### src/rtl/wb_pkg.sv
// Shared definitions for the write-back stage.
//   - load funct3 encodings (LB/LH/LW/LBU/LHU)
//   - stage state (EMPTY / HOLD)
//   - the MEM/WB entry captured when an instruction is accepted from MEM
package wb_pkg;

  localparam logic [2:0] F3_LB  = 3'b000;
  localparam logic [2:0] F3_LH  = 3'b001;
  localparam logic [2:0] F3_LW  = 3'b010;
  localparam logic [2:0] F3_LBU = 3'b100;
  localparam logic [2:0] F3_LHU = 3'b101;

  typedef enum logic {
    EMPTY = 1'b0,
    HOLD  = 1'b1
  } wb_state_e;

  typedef struct packed {
    logic [4:0]  rd;
    logic [31:0] alu_result;
    logic [31:0] pc_plus4;
    logic        regwrite;
    logic        to_reg;
    logic        memread;
    logic        jump;
    logic [2:0]  funct3;
  } wb_entry_t;

endpackage

### src/rtl/wb_stage_if.sv
// MEM -> WB instruction bundle plus the stall handshake back to MEM.
//   master : MEM stage (drives mem_*, observes wb_stall)
//   slave  : WB stage  (observes mem_*, drives wb_stall)
interface wb_stage_if;
  logic        mem_valid;
  logic [4:0]  mem_rd;
  logic [31:0] mem_alu_result;
  logic [31:0] mem_pc_plus4;
  logic        mem_regwrite;
  logic        mem_to_reg;
  logic        mem_memread;
  logic        mem_jump;
  logic [2:0]  mem_funct3;
  logic        wb_stall;

  modport master (
    output mem_valid, mem_rd, mem_alu_result, mem_pc_plus4, mem_regwrite,
           mem_to_reg, mem_memread, mem_jump, mem_funct3,
    input  wb_stall
  );

  modport slave (
    input  mem_valid, mem_rd, mem_alu_result, mem_pc_plus4, mem_regwrite,
           mem_to_reg, mem_memread, mem_jump, mem_funct3,
    output wb_stall
  );
endinterface

### src/rtl/load_align.sv
// Combinational load data aligner.
//   funct3              : load size/sign selector
//   off                 : byte offset within the word (address bits [1:0])
//   raw                 : word returned by data memory
//   data                : selected and sign/zero-extended load value
//   misalign_or_illegal : offset not legal for the size, or funct3 not a load
module load_align
  import wb_pkg::*;
(
  input  logic [2:0]  funct3,
  input  logic [1:0]  off,
  input  logic [31:0] raw,
  output logic [31:0] data,
  output logic        misalign_or_illegal
);

  logic [7:0]  byte_sel;
  logic [15:0] half_sel;

  always_comb begin
    case (off)
      2'd0:    byte_sel = raw[7:0];
      2'd1:    byte_sel = raw[15:8];
      2'd2:    byte_sel = raw[23:16];
      default: byte_sel = raw[31:24];
    endcase
    half_sel = off[1] ? raw[31:16] : raw[15:0];
  end

  always_comb begin
    data                = raw;
    misalign_or_illegal = 1'b0;
    case (funct3)
      F3_LB:  data = {{24{byte_sel[7]}}, byte_sel};
      F3_LBU: data = {24'd0, byte_sel};
      F3_LH: begin
        data                = {{16{half_sel[15]}}, half_sel};
        misalign_or_illegal = off[0];
      end
      F3_LHU: begin
        data                = {16'd0, half_sel};
        misalign_or_illegal = off[0];
      end
      F3_LW:   misalign_or_illegal = (off != 2'd0);
      default: misalign_or_illegal = 1'b1;
    endcase
  end

endmodule

### src/rtl/wb_stage.sv
// Write-back stage: holds one MEM/WB entry, waits for the load response
// (stalling MEM meanwhile), aligns load data, selects the result and drives
// the registered register-file write port plus a retired-instruction counter.
//   clock, reset   : clock and synchronous active-high reset
//   mem            : MEM bundle in, wb_stall out (combinational)
//   dmem_rsp_*     : load response from data memory
//   wb_rd/wb_data/wb_regwrite : registered register-file write port
//   load_err       : one-cycle pulse on a misaligned, illegal or timed-out load
//   instret        : count of error-free retirements
module wb_stage
  import wb_pkg::*;
#(
  parameter int TIMEOUT_CYCLES = 255,
  parameter int INSTRET_W      = 64
) (
  input  logic                 clock,
  input  logic                 reset,
  wb_stage_if.slave            mem,
  input  logic                 dmem_rsp_valid,
  input  logic [31:0]          dmem_rsp_data,
  output logic [4:0]           wb_rd,
  output logic [31:0]          wb_data,
  output logic                 wb_regwrite,
  output logic                 load_err,
  output logic [INSTRET_W-1:0] instret
);

  // The counter only has to reach TIMEOUT_CYCLES-1.
  localparam int CNT_W = (TIMEOUT_CYCLES > 1) ? $clog2(TIMEOUT_CYCLES) : 1;
  localparam logic [CNT_W-1:0] CNT_LAST = CNT_W'(TIMEOUT_CYCLES - 1);

  wb_state_e        state_reg;
  wb_entry_t        entry_reg;
  wb_entry_t        entry_next;
  logic [CNT_W-1:0] wait_cnt_reg;

  logic        hold;
  logic        is_load;
  logic        timeout;
  logic        stall;
  logic        retire;
  logic        accept;
  logic        err;
  logic [31:0] load_data;
  logic        misalign;
  logic [31:0] result;

  load_align u_align (
    .funct3              (entry_reg.funct3),
    .off                 (entry_reg.alu_result[1:0]),
    .raw                 (dmem_rsp_data),
    .data                (load_data),
    .misalign_or_illegal (misalign)
  );

  always_comb begin
    entry_next.rd         = mem.mem_rd;
    entry_next.alu_result = mem.mem_alu_result;
    entry_next.pc_plus4   = mem.mem_pc_plus4;
    entry_next.regwrite   = mem.mem_regwrite;
    entry_next.to_reg     = mem.mem_to_reg;
    entry_next.memread    = mem.mem_memread;
    entry_next.jump       = mem.mem_jump;
    entry_next.funct3     = mem.mem_funct3;
  end

  assign hold    = (state_reg == HOLD);
  assign is_load = hold && entry_reg.memread && entry_reg.to_reg;
  assign timeout = is_load && !dmem_rsp_valid && (wait_cnt_reg == CNT_LAST);
  assign stall   = is_load && !dmem_rsp_valid && !timeout;
  assign retire  = hold && !stall;
  assign accept  = mem.mem_valid && !stall;

  assign mem.wb_stall = stall;

  // A response arriving in the timeout cycle takes precedence over the timeout.
  assign err = is_load && (dmem_rsp_valid ? misalign : timeout);

  always_comb begin
    if (entry_reg.jump)        result = entry_reg.pc_plus4;
    else if (entry_reg.to_reg) result = load_data;
    else                       result = entry_reg.alu_result;
  end

  always_ff @(posedge clock) begin
    if (reset) begin
      state_reg    <= EMPTY;
      entry_reg    <= '0;
      wait_cnt_reg <= '0;
      wb_rd        <= '0;
      wb_data      <= '0;
      wb_regwrite  <= 1'b0;
      load_err     <= 1'b0;
      instret      <= '0;
    end else begin
      // Accepting a new entry on a retire edge keeps throughput at one per cycle.
      if (accept) begin
        entry_reg <= entry_next;
        state_reg <= HOLD;
      end else if (retire) begin
        state_reg <= EMPTY;
      end

      if (retire)     wait_cnt_reg <= '0;
      else if (stall) wait_cnt_reg <= wait_cnt_reg + 1'b1;

      wb_regwrite <= retire && entry_reg.regwrite && (entry_reg.rd != 5'd0) && !err;
      load_err    <= retire && err;
      if (retire) begin
        wb_rd   <= entry_reg.rd;
        wb_data <= result;
        if (!err) instret <= instret + INSTRET_W'(1);
      end
    end
  end

endmodule

### src/flat_wrapper.sv
// flat-port wrapper written by rule: the top's interface ports become plain ports
module wb_stage_flat import wb_pkg::*;
#(
  parameter int TIMEOUT_CYCLES = 255,
  parameter int INSTRET_W      = 64
)
  (clock, reset, dmem_rsp_valid, dmem_rsp_data, wb_rd, wb_data, wb_regwrite, load_err, instret, mem_mem_valid, mem_mem_rd, mem_mem_alu_result, mem_mem_pc_plus4, mem_mem_regwrite, mem_mem_to_reg, mem_mem_memread, mem_mem_jump, mem_mem_funct3, mem_wb_stall);
  wb_stage_if mem_i ();
  input  logic clock;
  input  logic reset;
  input  logic dmem_rsp_valid;
  input  logic [31:0] dmem_rsp_data;
  output logic [4:0] wb_rd;
  output logic [31:0] wb_data;
  output logic wb_regwrite;
  output logic load_err;
  output logic [INSTRET_W-1:0] instret;
  input wire logic [$bits(mem_i.mem_valid)-1:0] mem_mem_valid;
  input wire logic [$bits(mem_i.mem_rd)-1:0] mem_mem_rd;
  input wire logic [$bits(mem_i.mem_alu_result)-1:0] mem_mem_alu_result;
  input wire logic [$bits(mem_i.mem_pc_plus4)-1:0] mem_mem_pc_plus4;
  input wire logic [$bits(mem_i.mem_regwrite)-1:0] mem_mem_regwrite;
  input wire logic [$bits(mem_i.mem_to_reg)-1:0] mem_mem_to_reg;
  input wire logic [$bits(mem_i.mem_memread)-1:0] mem_mem_memread;
  input wire logic [$bits(mem_i.mem_jump)-1:0] mem_mem_jump;
  input wire logic [$bits(mem_i.mem_funct3)-1:0] mem_mem_funct3;
  output wire logic [$bits(mem_i.wb_stall)-1:0] mem_wb_stall;
  assign mem_i.mem_valid = mem_mem_valid;
  assign mem_i.mem_rd = mem_mem_rd;
  assign mem_i.mem_alu_result = mem_mem_alu_result;
  assign mem_i.mem_pc_plus4 = mem_mem_pc_plus4;
  assign mem_i.mem_regwrite = mem_mem_regwrite;
  assign mem_i.mem_to_reg = mem_mem_to_reg;
  assign mem_i.mem_memread = mem_mem_memread;
  assign mem_i.mem_jump = mem_mem_jump;
  assign mem_i.mem_funct3 = mem_mem_funct3;
  assign mem_wb_stall = mem_i.wb_stall;
  wb_stage #(.TIMEOUT_CYCLES(TIMEOUT_CYCLES), .INSTRET_W(INSTRET_W)) u_core (.clock(clock), .reset(reset), .mem(mem_i), .dmem_rsp_valid(dmem_rsp_valid), .dmem_rsp_data(dmem_rsp_data), .wb_rd(wb_rd), .wb_data(wb_data), .wb_regwrite(wb_regwrite), .load_err(load_err), .instret(instret));
endmodule
### config.mk
export PLATFORM = sky130hd
export DESIGN_NAME = wb_stage_flat
export DESIGN_NICKNAME = d
export VERILOG_FILES = /design/src/rtl/wb_pkg.sv /design/src/rtl/wb_stage_if.sv /design/src/rtl/load_align.sv /design/src/rtl/wb_stage.sv /design/src/flat_wrapper.sv
export SDC_FILE = /design/constraint.sdc
export NUM_CORES = 1
export LEC_CHECK = 0
export ABC_CLOCK_PERIOD_IN_PS = 6400
export CORE_MARGIN = 2
export CORE_UTILIZATION = 53
export CTS_CLUSTER_SIZE = 20
export DETAILED_ROUTE_END_ITERATION = 10
export PLACE_DENSITY = 0.95
export RECOVER_POWER = 100
export SLEW_MARGIN = 20
export SYNTH_ARGS = -nofsm -noshare
export SYNTH_HDL_FRONTEND = slang
export SYNTH_SLANG_ARGS = --single-unit
### constraint.sdc
create_clock -name clock -period 6.4 [get_ports clock]
set_input_delay 1.6 -clock clock [delete_from_list [all_inputs] [get_ports clock]]
set_output_delay 1.6 -clock clock [all_outputs]
set_load 0.1 [all_outputs]
==> impl_metrics.toml, run 1 <==
[worst_setup_path]
reg2reg_from = "u_core.wait_cnt_reg[1]"
cpMaxStageDelayCell = "clkbuf_1"
cp_num_cells = 5
worst-setup-path-type = "input pin to flop"
max_stage_delay_ns = 2.94
reg2reg_depth = 8
rr_endpoint = "u_core.wb_data[11]"
rrSetupSlack_ns = 2.05
start_kind = "input pin"
cp_max_fo = 92
critPathTopFamily = "buffers and inverters"
critPathArrivalTime_ns = 5.68
cp_cell_sequence = "buf_4 > clkbuf_1 > nand2b_1 > a21oi_1 > a31o_2"
endpoint_kind = "flop"
crit_buf_inv = 2
worst_ep_required_time_ns = 6.73

[clocking]
cts_buffers = 17
ctsHoldBuffers = 0
htree_num_levels = 4
cts.path.max_buffers = 2
cts_root_buf = "clkbuf_16"
clkSinkCount = 188
clk_transition_reported_paths_ns = 0.07
cts_tree = "built"
cts_resized = 0
worstSkewPairLatency_ns = 0.44
postCtsSetupBuffers = 0

[layout]
fillers = 1197
layout.nets = 1361
syn_to_final_growth_pct = 32.8
drive_gt1_share_pct = 4.21
largest_reg_flops = 76
post-route-util_pct = 71.8

[floorplan]
pin_count = 216
die_w_um = 131
core_area_um2 = 15900
start_util_pct = 54.1
placementRows = 46
fp.dieH_um = 131
die-area_um2 = 17200

[drt]
drtPass1Iterations = 10
drt_wl_total_um = 28300
vias = 9212
wl_per_cell_um = 19.2
postRouteAntennaNets = 0
drt_iter0_drc = 1095
viasPerCell = 6.24
drc_errors = 2

[place]
portBuffers = 215
dp_hpwl_um = 18500
place_ws_ns = 1.44
place.gp.congestion = 0.883

[yosys]
avgSynthCellArea_um2 = 7.98
yosysMostFrequentCell = "nand2_1"
netlist.top_cell.by_area = "dfxtp_1"
synth_edf_count = 0
yosys-top-cells-area = "dfxtp_1 44%, nand2_1 9.0%, a21oi_1 8.6%, o21ai_0 3.6%, clkbuf_1 3.2%"
synth.top_cell.area_share_pct = 43.8
synth_fp_nets = 1191
ys_seq_area_share_pct = 43.8
yosys_warnings = 0
synthTopCellsByCount = "205 x nand2_1, 188 x dfxtp_1, 148 x a21oi_1, 73 x clkbuf_1, 66 x nor2_1"
synth_cell_types = 58
syn_inst = 1076
async_flop_share_pct = 0
syn_area_um2 = 8590
synth_flop_cell = "dfxtp_1"
ys_ff_latch = 188

[pwr]
power_mw = 2.69
p_leak_nw = 4.21
p_per_area_nw_per_um2 = 236
ir_drop_mv = 0.194

[global_route]
grt-ovfl-total = 0
grt_pass1_vias = 8630
met3_usage_pct = 9.22
grt_use_total_pct = 31.8
met1_usage_pct = 38.5
top_usage_layer = "met2"
grt_max_degree = 93
grt_pass1_wl_um = 44800
gr-usage-met2_pct = 53.0
antenna_found_initial = 3

[timing]
final.setup.tns_ns = 0
setup_violations = 0
final-hold-violation-count = 0
finalWorstSetupSlack_ns = 1.05
slew_headroom_pct = -174
fmax_mhz = 187
drv_slew = 178
tightest_slew_ns = 4.11
fin_skew_ns = 0.0106
timing.final.crit_share_pct = 83.5
rsz0062_at_grt = "false"
fin_crit_ns = 5.35

[status]
status = "finished, violations left"
violations = "design-rule violations, max-capacitance violations, max-slew violations"

[min_path]
worstHoldPathCells = 2
min_path_type = "flop to flop"
hold_end = "u_core.entry_reg[64]"
hold_start = "u_core.entry_reg[64]"

[job]
max_cap_violations = 3
layout make-up:
type | count | area (µm²) | share of cell area [%]
well taps | 216 | 270 | 2.37
clock inverters | 14 | 163 | 1.43
inverters | 16 | 60.1 | 0.526
diodes | 1 | 2.50 | 0.0219
multi-input cells | 796 | 4490 | 39.4
repair buffers | 227 | 2220 | 19.5
flip-flops and latches | 188 | 3760 | 33.0
clock buffers | 18 | 439 | 3.85
power breakdown:
group	switching, mW	internal, mW	total [mW]	leakage, nW
combinational	0.239	0.137	0.375	2.39
clock	0.487	0.594	1.08	0.281
sequential	0.0259	1.21	1.23	1.53
total	0.752	1.94	2.69	4.21
cell usage in the layout (no fill, tap or decap), types with 9 or more instances in the layout:
| cell | n |
|---|---|
| buf_4 | 10 |
| or3_1 | 29 |
| nand4_1 | 23 |
| o21ai_0 | 63 |
| a211oi_1 | 10 |
| clkbuf_16 | 17 |
| clkdlybuf4s50_1 | 109 |
| dfxtp_1 | 188 |
| nor2_1 | 66 |
| mux2i_1 | 9 |
| a22o_1 | 26 |
| o31ai_1 | 19 |
| a21oi_1 | 147 |
| dlygate4sd3_1 | 104 |
| or4_1 | 21 |
| nand3_1 | 26 |
| a2111oi_0 | 12 |
| inv_1 | 16 |
| xnor2_1 | 25 |
| nand2_1 | 205 |
worst max path at each step:
stage | start | to | slack (ns)
5_1_grt | reset | u_core.instret[63] | 0.70
2_1_floorplan | dmem_rsp_valid | mem_wb_stall | 1.71
3_5_place_dp | dmem_rsp_valid | mem_wb_stall | 1.44
3_3_place_gp | dmem_rsp_valid | mem_wb_stall | 1.50
6_report | reset | u_core.instret[24] | 1.05
4_1_cts | dmem_rsp_valid | mem_wb_stall | 1.45
tightest hold or removal path: stages, from the launching register on:
cell and delay [ns]:
dfxtp_1 0.31, nand2_1 0.05, a21oi_1 0.05
metal layers:
layer | part of all wire, % | vias up | wire length (µm)
li1 | - | 4216 | -
met4 | 3.6 | 4 | 1030
met1 | 38 | 4320 | 10800
met3 | 11 | 93 | 2970
met2 | 48 | 579 | 13500
met5 | 0.095 | - | 27
cells by family after synthesis:
| group | Yosys count | share of synthesized area (%) |
|---|---|---|
| AND/OR/NAND/NOR | 424 | 23.5 |
| AO/OA/AOI/OAI | 325 | 23.3 |
| flip-flops | 188 | 43.8 |
| buffers and inverters | 92 | 4.05 |
| XOR/XNOR | 31 | 3.16 |
| multiplexers | 13 | 1.70 |
| adder cells (fa/ha/maj) | 3 | 0.437 |
per-stage QoR:
step	hold slack, ns	cell area, µm²	std cells
2_1_floorplan	0.431	8590	1076
3_3_place_gp	0.437	10800	1442
3_5_place_dp	0.443	10800	1442
4_1_cts	0.453	11400	1474
5_1_grt	0.470	11400	1476
6_report	0.451	11400	1476
Note: power is estimated with default switching activity, not from simulation.
==> inputs of run 2 (changes only) <==
--- a/config.mk
+++ b/config.mk
@@ -5,12 +5,12 @@
 export SDC_FILE = /design/constraint.sdc
 export NUM_CORES = 1
 export LEC_CHECK = 0
-export ABC_CLOCK_PERIOD_IN_PS = 6400
+export ABC_CLOCK_PERIOD_IN_PS = 4900
 export CORE_MARGIN = 2
-export CORE_UTILIZATION = 53
+export CORE_UTILIZATION = 45
 export CTS_CLUSTER_SIZE = 20
 export DETAILED_ROUTE_END_ITERATION = 10
-export PLACE_DENSITY = 0.95
+export PLACE_DENSITY = 0.87
 export RECOVER_POWER = 100
 export SLEW_MARGIN = 20
 export SYNTH_ARGS = -nofsm -noshare
==> constraint.sdc (replaced) <==
create_clock -name clock -period 4.9 [get_ports clock]
set_input_delay 1.225 -clock clock [delete_from_list [all_inputs] [get_ports clock]]
set_output_delay 1.225 -clock clock [all_outputs]
set_load 0.1 [all_outputs]
==> impl_metrics.toml, run 2 (synthesis gave the netlist of run 1 again) <==
[status]
status = "finished, violations left"
violations = "max-capacitance violations, max-slew violations"

[floorplan]
die-area_um2 = 20200
core_area_um2 = 18700
pin_count = 216
fp.dieH_um = 142
start_util_pct = 45.9
die_w_um = 142
placementRows = 50

[pwr]
p_leak_nw = 4.24
clockPowerShare_pct = 40.8
p_int_mw = 2.55
swShare_pct = 28.0
ir_drop_mv = 0.241
p_per_area_nw_per_um2 = 308
combPwrFrac_pct = 13.5
netSwitchingPower_mw = 0.991
p_seq_share_pct = 45.6

[timing]
slew_headroom_pct = -9.90
drv_slew = 227
final-hold-violation-count = 0
finalWorstSetupSlack_ns = 0.514
fmax_mhz = 228
setup_violations = 0
timing.final.crit_share_pct = 89.5
holdWs_ns = 0.451
rsz0062_at_grt = "false"
fin_crit_ns = 4.39
final.setup.tns_ns = 0
fin_skew_ns = 0.0150
tightest_slew_ns = 1.65

[clocking]
cts.path.max_buffers = 2
worstSkewPairLatency_ns = 0.43
cts_root_buf = "clkbuf_16"
cts_resized = 0
postCtsSetupBuffers = 0
ctsHoldBuffers = 0
htree_num_levels = 4
clkSinkCount = 188
clk_transition_reported_paths_ns = 0.07
cts_tree = "built"
cts_buffers = 17

[drt]
postRouteAntennaNets = 0
drt_iter0_drc = 635
drtPass1Iterations = 7
wl_per_cell_um = 18.1
drt_wl_total_um = 27000
drc_errors = 0
vias = 8880
viasPerCell = 5.94

[worst_setup_path]
worst_ep_required_time_ns = 3.67
start_kind = "input pin"
critPathArrivalTime_ns = 3.16
cp_max_fo = 12
endpoint_kind = "output pin"
worst-setup-path-type = "input pin to output pin"

[layout]
layout.nets = 1361
largest_reg_flops = 76
fillers = 1598
mostFrequentLayoutCell = "nand2_1"
multi_input_area_um2 = 4490
syn_to_final_growth_pct = 33.6
final_area_um2 = 11500
drive_gt1_share_pct = 4.53
layout_common_cells = "204 x nand2_1, 188 x dfxtp_1, 147 x a21oi_1, 109 x clkdlybuf4s50_1, 104 x dlygate4sd3_1"
regArea_um2 = 3760
post-route-util_pct = 61.3

[min_path]
min_path_type = "flop to flop"

[place]
placed_area_um2 = 10900
place.gp.congestion = 0.894
dp_hpwl_um = 18100
place_ws_ns = 0.675
portBuffers = 215

[global_route]
grt_use_total_pct = 25.7
grt_pass1_vias = 7887
grt_pass1_wl_um = 41400
grt-ovfl-total = 0
grt_max_degree = 79
antenna_found_initial = 1

[job]
max_cap_violations = 3
run 2: changes by cell type in the layout (fill, tap and decap cells not counted), sizes merged:
cell      change
buf           -1
clkbuf        +1
clkinv        -3
clkinvlp      -2
inv           +5
run 2: worst max-delay path: stages:
cell           delay [ns]
dlygate4sd3_1        0.64
and4b_1              0.22
o21ai_0              0.33
inv_1                0.44
buf_12               0.29
run 2: path summary, 6_finish.rpt:
path	startpoint	end	slack [ns]	depth (start not counted)
worst min-delay path	u_core.entry_reg[56]	u_core.entry_reg[56]	0.45	2
worst min register to register	u_core.entry_reg[56]	u_core.entry_reg[56]	0.45	2
worst max-delay path	dmem_rsp_valid	mem_wb_stall	0.51	5
worst max register to register	u_core.entry_reg[40]	u_core.instret[56]	0.97	5
run 2: metrics by stage:
step / power [mW] / std cells
after floorplan: 1.93 / 1076
after global placement: 2.12 / 1460
after detailed placement: 2.13 / 1460
after CTS: 3.56 / 1492
after global routing: 3.65 / 1493
final: 3.54 / 1494
run 2: routing by layer:
metal	routed length, µm	vias up	global-route usage, %
met3	2820	47	7.13
met1	10800	4184	32.4
li1	-	4217	-
met2	12600	432	41.6
met5	0	-	0
met4	736	0	10.3
run 2: cell type report:
| type | count | share of cell area [%] |
|---|---|---|
| Antenna cell | 1 | 0.0218 |
| Clock buffer | 18 | 3.83 |
| Clock inverter | 14 | 1.52 |
| Inverter | 16 | 0.523 |
| Multi-Input combinational cell | 796 | 39.2 |
| Sequential cell | 188 | 32.8 |
| Tap cell | 234 | 2.55 |
| Timing Repair Buffer | 227 | 19.6 |
run 2: power groups by stage:
stage	Combinational, mW	Clock, mW	Sequential, mW
final	0.479	1.45	1.61
after global routing	0.510	1.52	1.62
after CTS	0.483	1.46	1.61
after detailed placement	0.480	0	1.65
after global placement	0.473	0	1.65
after floorplan	0.189	0	1.75
